<file path="config.mk">
export PLATFORM = sky130hd
export DESIGN_NAME = uart_tx_arbiter
export DESIGN_NICKNAME = d
export VERILOG_FILES = /design/src/rtl/uart_tx_arb_pkg.sv /design/src/rtl/uart_tx_serializer.sv /design/src/rtl/uart_tx_arbiter.sv
export SDC_FILE = /design/constraint.sdc
export NUM_CORES = 1
export LEC_CHECK = 0
export BUFFER_PORTS_ARGS = -buffer_cell sky130_fd_sc_hd__buf_2
export CAP_MARGIN = 40
export CORE_ASPECT_RATIO = 2
export CORE_MARGIN = 2
export CORE_UTILIZATION = 34
export CTS_BUF_LIST = sky130_fd_sc_hd__clkbuf_16
export DETAILED_ROUTE_END_ITERATION = 6
export PLACE_DENSITY_LB_ADDON = 0.2
export SLEW_MARGIN = 10
export SYNTH_ARGS = -nofsm -noshare
export SYNTH_HDL_FRONTEND = slang
export SYNTH_SLANG_ARGS = --single-unit
</file>
<file path="constraint.sdc">
create_clock -name io_mainClk -period 2.73 [get_ports io_mainClk]
set_clock_uncertainty 0.1 [all_clocks]
set_input_delay 0.4095 -clock io_mainClk [delete_from_list [all_inputs] [get_ports io_mainClk]]
set_output_delay 0.4095 -clock io_mainClk [all_outputs]
set_load 0.005 [all_outputs]
</file>
<file path="src/rtl/uart_tx_arb_pkg.sv">
// Shared types and constants for the UART transmit arbiter.
// UART_TX_ARBITER_PARITY_EN selects an 11-bit frame with an even parity bit.
package uart_tx_arb_pkg;

  localparam int unsigned DATA_W = 8;

`ifdef UART_TX_ARBITER_PARITY_EN
  localparam int unsigned FRAME_BITS = 11;
`else
  localparam int unsigned FRAME_BITS = 10;
`endif

  typedef enum logic [2:0] {
    ST_IDLE,
    ST_START,
    ST_DATA,
    ST_PARITY,
    ST_STOP
  } tx_state_e;

endpackage

</file>
<file path="src/rtl/uart_tx_serializer.sv">
// Byte-to-8N1 serializer: baud counter, bit counter and txd register.
// With UART_TX_ARBITER_PARITY_EN an even parity bit precedes the stop bit.
module uart_tx_serializer
  import uart_tx_arb_pkg::*;
#(
  parameter int unsigned CLKS_PER_BIT = 868
) (
  input  logic              clk,
  input  logic              rst,
  input  logic              i_start,
  input  logic [DATA_W-1:0] i_byte,
  output logic              o_busy,
  output logic              o_txd
);

  localparam int unsigned CNT_W = (CLKS_PER_BIT > 2) ? $clog2(CLKS_PER_BIT) : 1;
  localparam logic [CNT_W-1:0] CNT_LOAD = CNT_W'(CLKS_PER_BIT - 1);

  tx_state_e         r_state, w_state_n;
  logic [CNT_W-1:0]  r_cnt, w_cnt_n;
  logic [2:0]        r_bit, w_bit_n;
  logic [DATA_W-1:0] r_shift, w_shift_n;
  logic              r_txd, w_txd_n;
  logic              r_busy, w_busy_n;
`ifdef UART_TX_ARBITER_PARITY_EN
  logic              r_par, w_par_n;
`endif

  always_ff @(posedge clk or posedge rst) begin
    if (rst) begin
      r_state <= ST_IDLE;
      r_cnt   <= '0;
      r_bit   <= '0;
      r_shift <= '0;
      r_txd   <= 1'b1;
      r_busy  <= 1'b0;
`ifdef UART_TX_ARBITER_PARITY_EN
      r_par   <= 1'b0;
`endif
    end else begin
      r_state <= w_state_n;
      r_cnt   <= w_cnt_n;
      r_bit   <= w_bit_n;
      r_shift <= w_shift_n;
      r_txd   <= w_txd_n;
      r_busy  <= w_busy_n;
`ifdef UART_TX_ARBITER_PARITY_EN
      r_par   <= w_par_n;
`endif
    end
  end

  // Every state lasts CLKS_PER_BIT cycles; txd is updated together with the state.
  always_comb begin
    w_state_n = r_state;
    w_cnt_n   = r_cnt;
    w_bit_n   = r_bit;
    w_shift_n = r_shift;
    w_txd_n   = r_txd;
    w_busy_n  = r_busy;
`ifdef UART_TX_ARBITER_PARITY_EN
    w_par_n   = r_par;
`endif
    case (r_state)
      ST_IDLE: begin
        w_txd_n = 1'b1;
        if (i_start) begin
          w_state_n = ST_START;
          w_cnt_n   = CNT_LOAD;
          w_shift_n = i_byte;
          w_txd_n   = 1'b0;
          w_busy_n  = 1'b1;
`ifdef UART_TX_ARBITER_PARITY_EN
          w_par_n   = ^i_byte;
`endif
        end
      end
      ST_START: begin
        if (r_cnt == '0) begin
          w_state_n = ST_DATA;
          w_cnt_n   = CNT_LOAD;
          w_bit_n   = '0;
          w_txd_n   = r_shift[0];
        end else begin
          w_cnt_n = r_cnt - CNT_W'(1);
        end
      end
      ST_DATA: begin
        if (r_cnt == '0) begin
          w_cnt_n = CNT_LOAD;
          if (r_bit == 3'd7) begin
`ifdef UART_TX_ARBITER_PARITY_EN
            w_state_n = ST_PARITY;
            w_txd_n   = r_par;
`else
            w_state_n = ST_STOP;
            w_txd_n   = 1'b1;
`endif
          end else begin
            w_bit_n   = r_bit + 3'd1;
            w_shift_n = r_shift >> 1;
            w_txd_n   = r_shift[1];
          end
        end else begin
          w_cnt_n = r_cnt - CNT_W'(1);
        end
      end
`ifdef UART_TX_ARBITER_PARITY_EN
      ST_PARITY: begin
        if (r_cnt == '0) begin
          w_state_n = ST_STOP;
          w_cnt_n   = CNT_LOAD;
          w_txd_n   = 1'b1;
        end else begin
          w_cnt_n = r_cnt - CNT_W'(1);
        end
      end
`endif
      ST_STOP: begin
        if (r_cnt == '0) begin
          w_state_n = ST_IDLE;
          w_txd_n   = 1'b1;
          w_busy_n  = 1'b0;
        end else begin
          w_cnt_n = r_cnt - CNT_W'(1);
        end
      end
      default: begin
        w_state_n = ST_IDLE;
        w_txd_n   = 1'b1;
        w_busy_n  = 1'b0;
      end
    endcase
  end

  assign o_busy = r_busy;
  assign o_txd  = r_txd;

  a_cpb_legal: assert property (@(posedge clk) disable iff (rst) (CLKS_PER_BIT >= 2));

endmodule

</file>
<file path="src/rtl/uart_tx_arbiter.sv">
// Round-robin arbiter with per-requester lock sharing one UART transmit pin.
// Frame format follows UART_TX_ARBITER_PARITY_EN (8N1, or 8E1 when defined).
module uart_tx_arbiter
  import uart_tx_arb_pkg::*;
#(
  parameter int unsigned NUM_REQ      = 2,
  parameter int unsigned CLKS_PER_BIT = 868
) (
  input  logic                      io_mainClk,
  input  logic                      io_asyncReset,
  input  logic [NUM_REQ-1:0]        io_req_valid,
  input  logic [DATA_W*NUM_REQ-1:0] io_req_data,
  input  logic [NUM_REQ-1:0]        io_req_lock,
  output logic [NUM_REQ-1:0]        io_req_ready,
  output logic [NUM_REQ-1:0]        io_grant,
  output logic                      io_busy,
  output logic                      io_uart_txd
);

  localparam int unsigned IDX_W = (NUM_REQ > 1) ? $clog2(NUM_REQ) : 1;
  localparam logic [IDX_W-1:0] LAST_IDX = IDX_W'(NUM_REQ - 1);

  logic [IDX_W-1:0]  r_ptr, w_ptr_n;
  logic [IDX_W-1:0]  r_owner, w_owner_n;
  logic              r_lock, w_lock_n;
  logic [IDX_W-1:0]  w_sel, w_idx;
  logic              w_found, w_xfer, w_ser_busy;
  logic [DATA_W-1:0] w_bytes [NUM_REQ];
  logic [DATA_W-1:0] w_byte;

  always_ff @(posedge io_mainClk or posedge io_asyncReset) begin
    if (io_asyncReset) begin
      r_ptr   <= LAST_IDX;
      r_owner <= '0;
      r_lock  <= 1'b0;
    end else begin
      r_ptr   <= w_ptr_n;
      r_owner <= w_owner_n;
      r_lock  <= w_lock_n;
    end
  end

  // A held lock restricts eligibility to the owner; otherwise search from last owner + 1.
  always_comb begin
    w_found = 1'b0;
    w_sel   = r_owner;
    w_idx   = '0;
    if (r_lock) begin
      w_found = io_req_valid[r_owner];
    end else begin
      for (int unsigned i = 0; i < NUM_REQ; i++) begin
        w_idx = IDX_W'((32'(r_ptr) + i + 32'd1) % NUM_REQ);
        if (!w_found && io_req_valid[w_idx]) begin
          w_found = 1'b1;
          w_sel   = w_idx;
        end
      end
    end
  end

  assign w_xfer = w_found & ~w_ser_busy;

  always_comb begin
    for (int unsigned i = 0; i < NUM_REQ; i++) begin
      w_bytes[i] = io_req_data[i*DATA_W +: DATA_W];
    end
    w_byte = w_bytes[w_sel];
  end

  always_comb begin
    w_ptr_n   = r_ptr;
    w_owner_n = r_owner;
    w_lock_n  = r_lock;
    if (w_xfer) begin
      w_ptr_n   = w_sel;
      w_owner_n = w_sel;
      w_lock_n  = io_req_lock[w_sel];
    end else if (!w_ser_busy && r_lock && !io_req_lock[r_owner]) begin
      w_lock_n  = 1'b0;
    end
  end

  always_comb begin
    io_req_ready = '0;
    io_grant     = '0;
    if (w_xfer) io_req_ready[w_sel] = 1'b1;
    if (w_ser_busy || r_lock) io_grant[r_owner] = 1'b1;
  end

  uart_tx_serializer #(
    .CLKS_PER_BIT(CLKS_PER_BIT)
  ) u_ser (
    .clk    (io_mainClk),
    .rst    (io_asyncReset),
    .i_start(w_xfer),
    .i_byte (w_byte),
    .o_busy (w_ser_busy),
    .o_txd  (io_uart_txd)
  );

  assign io_busy = w_ser_busy;

endmodule

</file>
==> results.md, run 1 <==
* Leak Pwr at 0.979 nW
* Area delta synth->final at 19.7%
* Combinational share of power at 0.296
* Post-synth EDFFs at 0
* Largest net degree at the start of global routing at 30
* CP Data Required Time at 2.22 ns
* RSZ-0062 raised after global routing: false
* CTS root buf: clkbuf_16
* MaxCap Viol Count at 0
* Pins Over Slew Limit at 0
* GRT Total Usage at 0.156
* Clk sink count at 29
* Seq/Total Area, Yosys at 0.400
* Worst path top cell family by delay: compound AO/OA/AOI/OAI gates
* Worst-case reg-to-reg path depth at 7
* Peak VDD IR at 495 µV
* Sw frac at 0.337
* Post-route minimum period at 2.41 ns
* Total Neg Setup Slack at 0 ns
* H-tree lvl count at 2
* Worst setup EP type: primary output
* Placed inst area at 2040 µm²
* I/O Buffers at 27
* Sequential power share at 0.419
* Die ar. at 6000 µm²
* CP cell instances: a21bo_4, a211oi_4, buf_4, and2_2, buf_2
* I/O Pins at 28
* PD cells at 824 nW/µm²
* Crit path DAT at 1.90 ns
* DR vias/cell at 5.43
* Critical path's largest stage delay at 0.45 ns
* Int Power at 0.00119 W
* R2r setup slk at 0.57 ns
* Diode count at 0
* CTS max path bufs at 2
* Initial Util at 0.355
* Drt pass-1 iters at 4
* Final setup fails at 0
* Worst path bufs/invs at 2
* Pre-CTS WS at 0.525 ns
* CTS buffer count at 5
* Post-synth ARST share at 1.00
* Post-route cell area at 2180 µm²
* Syn Nets at 211
* Antenna violations before repair at 0
* CTS tree: yes
* Fmax at 0.414 GHz
* Most used DFF post-synth: dfrtp_1
* Final Wtd Congestion at 0.765
* HPWL after detailed placement at 3200 µm
* Die Y at 108 µm
* Syn Area/Cell at 9.85 µm²
* Via count at 1499
* Period utilization at 0.884
* Cell count after synthesis at 185
* Worst setup path category: register to primary output
* Slowest CP cell: dfrtp_1
* CTS resizes at 0
* Drt drc at 0
* Synth warn at 0
* Final worst slack at 0.317 ns
* Initial DRC count at 34
* Fillers at 522
* Critical Path Start Type: register
* Detail Route Antenna Nets at 0
* Outcome: finished clean
* Post-synth top cells: 27 x dfrtp_1, 24 x nor2_1, 10 x mux2i_1, 9 x a21o_1
* Synthesis-stage register bit count at 29
* Setup Buffers After CTS at 0
* First-pass GRT wire length at 7240 µm
* Layout Nets at 243
* Core area at 5140 µm²
* Stages on the worst setup path at 5
* Yosys top cell area share at 0.371
* Max transition margin at 0.577
* Avg WL per Cell at 15.2 µm
* Clk network pwr share at 0.285
* Net Sw Power at 0.000606 W
* Yosys cell types at 58
* Worst-path clk slew at 0.05 ns
* Most frequent cell after synthesis: dfrtp_1
* Post-synth design cell area at 1820 µm²
* Latest clock arrival within the worst-skew pair at 0.27 ns
* CTS hold repair buffers at 0
* Die width at 55.8 µm
* Congestion Overflow GR at 0
* Final-report hold violation count at 0
* DRT Wirelength at 4190 µm
* Slew @ Worst Pin at 0.626 ns
* Crit-path max FO at 7
* Ratio of cells with drive above 1 in the final layout at 0.289
* # rows at 37
* Worst hold path class: primary input to async pin
* Synth area leaders: dfrtp_1 37%, mux2i_1 5.5%, nor2_1 4.9%
* Vias in the first global route at 1536
* Biggest area consumer among synthesized cells: dfrtp_1
[cells in the final DEF (no fill, tap or decap), types with 3 or more instances in the layout]
cell,n
nand2_1,5
or2_2,4
nand2b_1,3
nor3b_1,3
dfrtp_1,27
o21ai_0,5
a21o_1,9
ha_1,4
a211oi_1,7
buf_2,27
nor3_1,4
nor2b_1,4
mux2i_1,10
a21oi_1,7
nor2_1,24
inv_1,7
clkbuf_16,5
xor2_1,3
buf_4,7
[power by group through the flow]
stage               registers, W  clock network (W)  logic (W)
CTS                     0.000751           0.000525   0.000545
finish                  0.000752           0.000512   0.000533
floorplan               0.000715                  0   0.000417
detailed placement      0.000758                  0   0.000538
global placement        0.000754                  0   0.000534
global route            0.000778           0.000544   0.000595
[worst min-delay path, delay by kind of cell]
kind / cells / cell delay [ns]
buf+inv: 3 / 0.47
[registers in the layout (all words and copies together) (netlist names)]
| name | cells |
|---|---|
| u_ser.r_cnt | 10 |
| u_ser.r_bit | 3 |
| u_ser.o_txd | 1 |
| u_ser.r_shift | 8 |
| u_ser.o_busy | 1 |
| r_lock | 1 |
| r_owner | 1 |
| u_ser.r_state | 3 |
| r_ptr | 1 |
[layer usage]
layer  vias up  track usage  part of all wire
li1        747            -                 -
met1       717        0.160              0.37
met2        29        0.296              0.57
met3         6       0.0288             0.035
met4         0       0.0714             0.019
met5         -            0                 0
[cell type report]
type / count / area [µm²] / area share
multi-input combinational: 140 / 1030 / 0.472
sequential: 29 / 728 / 0.334
timing repair buffer: 34 / 188 / 0.0861
clock buffer: 5 / 125 / 0.0574
tap: 58 / 72.6 / 0.0333
inverter: 7 / 26.3 / 0.0120
clock inverter: 3 / 12.5 / 0.00574
[metrics by stage]
stage	std cells	hold slack, ns	total power, W	util
floorplan	185	0.349	0.00113	-
global placement	268	0.361	0.00129	0.398
detailed placement	268	0.367	0.00130	0.398
CTS	276	0.120	0.00182	0.424
global route	276	0.143	0.00192	0.424
finish	276	0.103	0.00180	0.424
[final timing paths]
check                                 start          endpoint
setup / recovery                    r_owner   io_req_ready[0]
hold / removal                io_asyncReset  u_ser.r_state[2]
setup reg to reg             u_ser.r_cnt[0]    u_ser.r_cnt[8]
hold reg to reg            u_ser.r_shift[5]  u_ser.r_shift[5]
max in group asynchronous     io_asyncReset       u_ser.o_txd
min in group io_mainClk    u_ser.r_shift[5]  u_ser.r_shift[5]
[kinds of logic after synthesis]
logic type	count (synthesis)	share of synthesized area
buffers and inverters	16	0.0357
AOI/OAI and AO/OA	55	0.242
adders and majority gates	5	0.0337
DFF	29	0.400
muxes	12	0.0673
xor gates and xnor gates	3	0.0144
and+or+nand+nor	65	0.207
Note: power is estimated with default switching activity, not from simulation.
==> run 2: changes to the inputs <==
Settings changed: MAX_ROUTING_LAYER set to met4.
==> run 2 against run 1 <==
Routed wire length up 0.26%. Final cell count did not move. Sequential share of layout area did not move. Critical path type unchanged. Largest cell class unchanged. Register-to-register slack hardly changed. Critical endpoint unchanged.
==> results.md, run 2 (same netlist as run 1, synthesis figures left out) <==
* Largest net degree at the start of global routing at 30 (unchanged)
* Sw frac at 0.336 (-0.000727)
* CTS buffer count at 5 (unchanged)
* DR vias/cell at 5.39 (-0.73%)
* Clk sink count at 29 (unchanged)
* Layout Nets at 243 (unchanged)
* CTS root buf: clkbuf_16
* Drt pass-1 iters at 4 (unchanged)
* RSZ-0062 raised after global routing: false
* Combinational share of power at 0.297 (about the same)
* Crit path DAT at 1.90 ns (about the same)
* Initial DRC count at 29 (-15%)
* Fmax at 0.414 GHz (about the same)
* Post-route cell area at 2180 µm² (unchanged)
* Worst setup path category: register to primary output
* Diode count at 0 (unchanged)
* Leak Pwr at 0.979 nW (unchanged)
* Fillers at 522 (unchanged)
* Detail Route Antenna Nets at 0 (unchanged)
* Final setup fails at 0 (unchanged)
* Setup Buffers After CTS at 0 (unchanged)
* I/O Buffers at 27 (unchanged)
* Worst setup EP type: primary output
* Core area at 5140 µm² (unchanged)
* Vias in the first global route at 1535 (-0.065%)
* Critical Path Start Type: register
* CTS hold repair buffers at 0 (unchanged)
* Worst hold path class: primary input to async pin
* Initial Util at 0.355 (unchanged)
* Final core occ at 0.424 (unchanged)
* Ratio of cells with drive above 1 in the final layout at 0.289 (unchanged)
* Int Power at 0.00119 W (about the same)
* GRT Total Usage at 0.160 (+0.00419)
* I/O Pins at 28 (unchanged)
* Antenna violations before repair at 0 (unchanged)
* Latest clock arrival within the worst-skew pair at 0.27 ns (about the same)
* Die Y at 108 µm (unchanged)
* Net Sw Power at 0.000604 W (-0.32%)
* Peak VDD IR at 493 µV (-0.28%)
* HPWL after detailed placement at 3200 µm (unchanged)
* Congestion Overflow GR at 0 (unchanged)
* Crit-path max FO at 7 (unchanged)
* # rows at 37 (unchanged)
* Drt drc at 0 (unchanged)
* Outcome: finished clean
* Most frequent cells in the layout: 27 x buf_2, 27 x dfrtp_1, 24 x nor2_1
* MaxCap Viol Count at 0 (unchanged)
* CTS tree: yes
* Worst-path clk slew at 0.05 ns (about the same)
* Period utilization at 0.884 (about the same)
* Die width at 55.8 µm (unchanged)
* Area delta synth->final at 19.7% (unchanged)
* CP Data Required Time at 2.22 ns (about the same)
* Via count at 1488 (-0.73%)
* Final Wtd Congestion at 0.775 (+1.3%)
* CTS max path bufs at 2 (unchanged)
* Final-report hold violation count at 0 (unchanged)
* Largest register FFs at 10 (unchanged)
* Placed inst area at 2040 µm² (unchanged)
* Total Neg Setup Slack at 0 ns (unchanged)
* Largest regs: u_ser.r_cnt (10), u_ser.r_shift (8)
* CTS resizes at 0 (unchanged)
* PD cells at 823 nW/µm² (-0.11%)
* Sequential power share at 0.418 (about the same)
* DRT Wirelength at 4200 µm (+0.26%)
* Pins Over Slew Limit at 0 (unchanged)
* Slew @ Worst Pin at 0.630 ns (+0.00358 ns)
* First-pass GRT wire length at 7230 µm (about the same)
* Max transition margin at 0.575 (-0.00242)
* H-tree lvl count at 2 (unchanged)
* Largest reg by FF count: u_ser.r_cnt
* Post-route minimum period at 2.41 ns (+0.000620 ns)
* Avg WL per Cell at 15.2 µm (+0.26%)
* Clk network pwr share at 0.284 (about the same)
* Die ar. at 6000 µm² (unchanged)
## run 2: cell counts in the layout (fill, tap and decap cells not counted)
Identical to the previous run, type by type.
## run 2: worst max-delay path, cell delays in order, from the launching register on
cell and delay, ns:
dfrtp_1 0.45, a21bo_4 0.26, a211oi_4 0.42, buf_4 0.21, and2_2 0.17, buf_2 0.11
## run 2: metrics by stage
step           setup WS [ns]  instances  hold WS, ns  total power, W
3_3_place_gp           0.521        268        0.361         0.00129
5_1_grt                0.239        276        0.143         0.00192
4_1_cts                0.310        276        0.120         0.00182
6_report               0.316        276        0.104         0.00179
3_5_place_dp           0.525        268        0.367         0.00130
2_1_floorplan          0.778        185        0.349         0.00113
## run 2: power by group through the flow
stage	Sequential, W	Combinational (W)	Clock (W)
floorplan	0.000715	0.000417	0
global placement	0.000754	0.000534	0
detailed placement	0.000758	0.000538	0
CTS	0.000751	0.000545	0.000525
global route	0.000778	0.000595	0.000544
finish	0.000751	0.000534	0.000510
## run 2: final timing paths
check | start | end | slack, ns | cells after the start
setup / recovery | r_owner | io_req_ready[0] | 0.32 | 5
hold / removal | io_asyncReset | u_ser.r_state[2] | 0.10 | 3
setup reg to reg | u_ser.r_cnt[0] | u_ser.r_cnt[8] | 0.56 | 7
hold reg to reg | u_ser.r_shift[5] | u_ser.r_shift[5] | 0.37 | 1
max in group asynchronous | io_asyncReset | u_ser.o_txd | 2.10 | 3
min in group io_mainClk | u_ser.r_shift[5] | u_ser.r_shift[5] | 0.37 | 1
## run 2: per-layer routing
metal  global-route usage  vias to the layer above  part of all wire
met4               0.0714                        0             0.020
li1                     -                      746                 -
met3               0.0288                        6             0.034
met5                    -                        -                 0
met2                0.296                       27              0.58
met1                0.160                      709              0.36
## run 2: final cells by class
| cell class | count | area [µm²] | area share |
|---|---|---|---|
| clock inverter | 3 | 12.5 | 0.00574 |
| inverter | 7 | 26.3 | 0.0120 |
| tap | 58 | 72.6 | 0.0333 |
| multi-input combinational | 140 | 1030 | 0.472 |
| clock buffer | 5 | 125 | 0.0574 |
| timing repair buffer | 34 | 188 | 0.0861 |
| sequential | 29 | 728 | 0.334 |
==> run 3: changes to the inputs <==
Settings changed: PLACE_DENSITY set to 0.48, PLACE_DENSITY_LB_ADDON 0.2 to unset, SETUP_SLACK_MARGIN set to 0.5, SYNTH_HIERARCHICAL set to 1.
==> run 3 against run 2 <==
Die area shrank 0.85%. Non-clock buffer count grew 23. Worst setup slack gained 0.17 ns. Combinational power grew 33%. Power grew 6.3%. Utilization grew 6.4 points. Count of clock-buffer cells in the layout is the same. Fmax grew 7.8%. Largest power group is now combinational logic.
==> results.md, run 3 <==
* Largest register FFs at 10 (unchanged)
* Most frequent cells in the layout: 27 x buf_2, 25 x dfrtp_1, 21 x buf_4
* Layout Cells excl Fill at 302 (+9.4%)
* Placed Cells at 270 (+0.75%)
* Ratio of cells with drive above 1 in the final layout at 0.422 (+0.133)
* Placed inst area at 2020 µm² (-1.2%)
* Most used DFF post-synth: dfrtp_1
* Diode count at 0 (unchanged)
* Congestion Overflow GR at 0 (unchanged)
* DRT Wirelength at 4910 µm (+17%)
* Latest clock arrival within the worst-skew pair at 0.27 ns (about the same)
* Final Wtd Congestion at 0.858 (+11%)
* Vias in the first global route at 1694 (+10%)
* Total Neg Setup Slack at 0 ns (unchanged)
* Die ar. at 5940 µm² (-0.85%)
* Sw frac at 0.334 (-0.00257)
* Initial Util at 0.351 (-0.00317)
* CP cell instances: inv_2, ha_4, or4b_4, nor3_4, buf_6, nand3b_1, buf_4, o41ai_2
* CTS max path bufs at 2 (unchanged)
* CP Data Required Time at 2.80 ns (+0.58 ns)
* Core area at 5140 µm² (unchanged)
* Clk network pwr share at 0.266 (-0.018)
* CTS buffer count at 5 (unchanged)
* Yosys cell types at 51 (-12%)
* Post-synth ARST share at 1.00 (unchanged)
* Synthesis-stage register bit count at 29 (unchanged)
* Worst path top cell family by delay: simple AND/OR/NAND/NOR gates
* Pre-CTS WS at 0.163 ns (-0.362 ns)
* Period utilization at 0.820 (-0.0639)
* Detail Route Antenna Nets at 0 (unchanged)
* Final worst slack at 0.491 ns (+0.175 ns)
* Sequential power share at 0.361 (-0.057)
* Post-synth top cells: 27 x dfrtp_1, 13 x nand2_1, 12 x inv_1, 11 x o21ai_1, 10 x nor2_1
* Synth area leaders: dfrtp_1 37%, mux2_2 5.0%, mux2i_1 4.4%
* Final-report hold violation count at 0 (unchanged)
* Slowest CP cell: or4b_4
* Worst setup EP type: register
* Largest regs: u_ser/r_cnt (10), u_ser/r_shift (8)
* Drt drc at 0 (unchanged)
* First-pass GRT wire length at 7530 µm (+4.1%)
* Int Power at 0.00127 W (+6.8%)
* Biggest area consumer among synthesized cells: dfrtp_1
* CTS tree: yes
* Crit path DAT at 2.31 ns (+0.41 ns)
* Syn Area/Cell at 9.50 µm² (-3.5%)
* Yosys top cell area share at 0.374 (+0.00334)
* FF-to-FF End: u_ser/r_bit[2]
* Post-synth design cell area at 1810 µm² (-0.89%)
* Critical path's largest stage delay at 0.50 ns (+0.05 ns)
* Area of the multi-input gates at 1120 µm² (+9.2%)
* Worst setup path category: register to register
* Worst path bufs/invs at 3 (+1)
* Post-synth EDFFs at 0 (unchanged)
* Total chip power at 0.00191 W (+6.3%)
* Worst hold path class: register to register
* Antenna violations before repair at 0 (unchanged)
* Max transition margin at 0.612 (+0.0366)
* Fmax at 0.447 GHz (+7.8%)
* Avg WL per Cell at 16.3 µm (+6.8%)
* CTS root buf: clkbuf_16
* Final setup fails at 0 (unchanged)
* Commonest non-fill, non-tap cell in the layout: buf_2
* Most frequent cell after synthesis: dfrtp_1
* Leak Pwr at 1.14 nW (+17%)
* Reg2reg start: u_ser/r_cnt[1]
* Seq/Total Area, Yosys at 0.403 (+0.00360)
* Hold Path Depth at 2
* MaxCap Viol Count at 0 (unchanged)
* Slew @ Worst Pin at 0.583 ns (-0.0470 ns)
* Via count at 1690 (+14%)
* R2r setup slk at 0.49 ns (-0.07 ns)
* RSZ-0062 raised after global routing: true
* GRT Total Usage at 0.164 (+0.00426)
* Worst-case reg-to-reg path depth at 8 (+1)
* Worst-path clk slew at 0.05 ns (about the same)
* Combinational share of power at 0.372 (+0.075)
* DR vias/cell at 5.60 (+3.8%)
* Pins Over Slew Limit at 0 (unchanged)
* Syn Nets at 216 (+2.4%)
* Clk sink count at 29 (unchanged)
* Synth warn at 6 (+6)
* Cell count after synthesis at 190 (+2.7%)
* Worst Hold End: u_ser/r_bit[2]
* H-tree lvl count at 2 (unchanged)
* Die Y at 107 µm (-0.43%)
* Register Area at 731 µm² (+0.34%)
* Drt pass-1 iters at 4 (unchanged)
* Initial DRC count at 33 (+14%)
* Post-route cell area at 2510 µm² (+15%)
* Crit-path max FO at 5 (-2)
* Largest reg by FF count: u_ser/r_cnt
* Peak VDD IR at 530 µV (+7.5%)
* Largest net degree at the start of global routing at 27 (-10%)
* Outcome: finished clean
* Net Sw Power at 0.000637 W (+5.5%)
* HPWL after detailed placement at 3350 µm (+4.6%)
* # rows at 37 (unchanged)
* I/O Buffers at 27 (unchanged)
* HP Start: u_ser/r_bit[2]
* Post-route minimum period at 2.24 ns (-0.175 ns)
* PD cells at 761 nW/µm² (-7.6%)
* Layout Nets at 269 (+11%)
* Fillers at 481 (-7.9%)
* Die width at 55.5 µm (-0.42%)
* I/O Pins at 28 (unchanged)
* Critical Path Start Type: register
* Area delta synth->final at 39.0%
## run 3: cell types whose count changed after synthesis, sizes merged, moves of 5 or more
cell	change
inv	+5
nor2	-13
mux2	+6
o21ai	+6
or4	+5
clkbuf	+5
nand2	+8
a211oi	-6
## run 3: worst reg2reg max path: cells and delay by family, from the launching register on
kind | cells | cell delay (ns)
AO/OA/AOI/OAI | 1 | 0.28
adder cells (fa/ha/maj) | 1 | 0.14
buffers and inverters | 3 | 0.40
AND/OR/NAND/NOR | 3 | 0.84
flip-flops | 1 | 0.38
## run 3: through the flow
stage	utilization	hold slack (ns)
2_1_floorplan	-	0.0624
3_3_place_gp	0.391	0.180
3_5_place_dp	0.393	0.187
4_1_cts	0.443	0.380
5_1_grt	0.488	0.384
6_report	0.488	0.384
## run 3: layer usage
| metal | vias to the layer above | global-route usage | routed length (µm) |
|---|---|---|---|
| met1 | 842 | 0.137 | 1710 |
| li1 | 802 | - | - |
| met2 | 37 | 0.333 | 2970 |
| met3 | 9 | 0.0290 | 153 |
| met4 | 0 | 0.0749 | 87 |
| met5 | - | - | 0 |
## run 3: logic make-up (layout without fill, tap and decap cells)
family          after synthesis  after routing  share of synthesized area
compound gates               48             49                      0.191
xor+xnor                      3              3                     0.0146
fa+ha+maj                     4              4                     0.0277
buf+inv                      24             77                     0.0534
flops                        29             29                      0.403
mux                          16             16                     0.0943
simple gates                 66             66                      0.216
## run 3: how the worst max path moves through the flow
stage | slack, ns | depth (start not counted) | startpoint | to
after floorplan | 0.51 | 9 | io_req_valid[0] | u_ser/r_shift[1]
after global placement | 0.23 | 8 | u_ser/r_cnt[0] | u_ser/r_shift[2]
after detailed placement | 0.16 | 8 | io_req_valid[0] | u_ser/r_cnt[8]
after CTS | 0.50 | 9 | r_owner | u_ser/r_shift[4]
after global routing | 0.39 | 8 | u_ser/r_cnt[1] | u_ser/r_bit[2]
final | 0.49 | 8 | u_ser/r_cnt[1] | u_ser/r_bit[2]
## run 3: repair_timing
item	in CTS	in global routing
hold buffers	1	0
cloned	1	1
setup endpoints to repair	25	23
pin swaps	6	17
gates resized for setup	11	29
endpoints found under the hold margin	2	0
setup buffers	9	12
## run 3: power by group through the flow
stage / clock, W / combinational, W / sequential, W
floorplan: 0 / 0.000415 / 0.000653
global placement: 0 / 0.000505 / 0.000688
detailed placement: 0 / 0.000529 / 0.000696
CTS: 0.000520 / 0.000643 / 0.000684
global route: 0.000535 / 0.000781 / 0.000708
finish: 0.000508 / 0.000711 / 0.000690
## run 3: final cells by class
| cell class | count | share of cell area |
|---|---|---|
| Multi-Input combinational cell | 138 | 0.448 |
| Sequential cell | 29 | 0.291 |
| Timing Repair Buffer | 57 | 0.160 |
| Clock buffer | 5 | 0.0499 |
| Tap cell | 58 | 0.0289 |
| Inverter | 12 | 0.0179 |
| Clock inverter | 3 | 0.00449 |
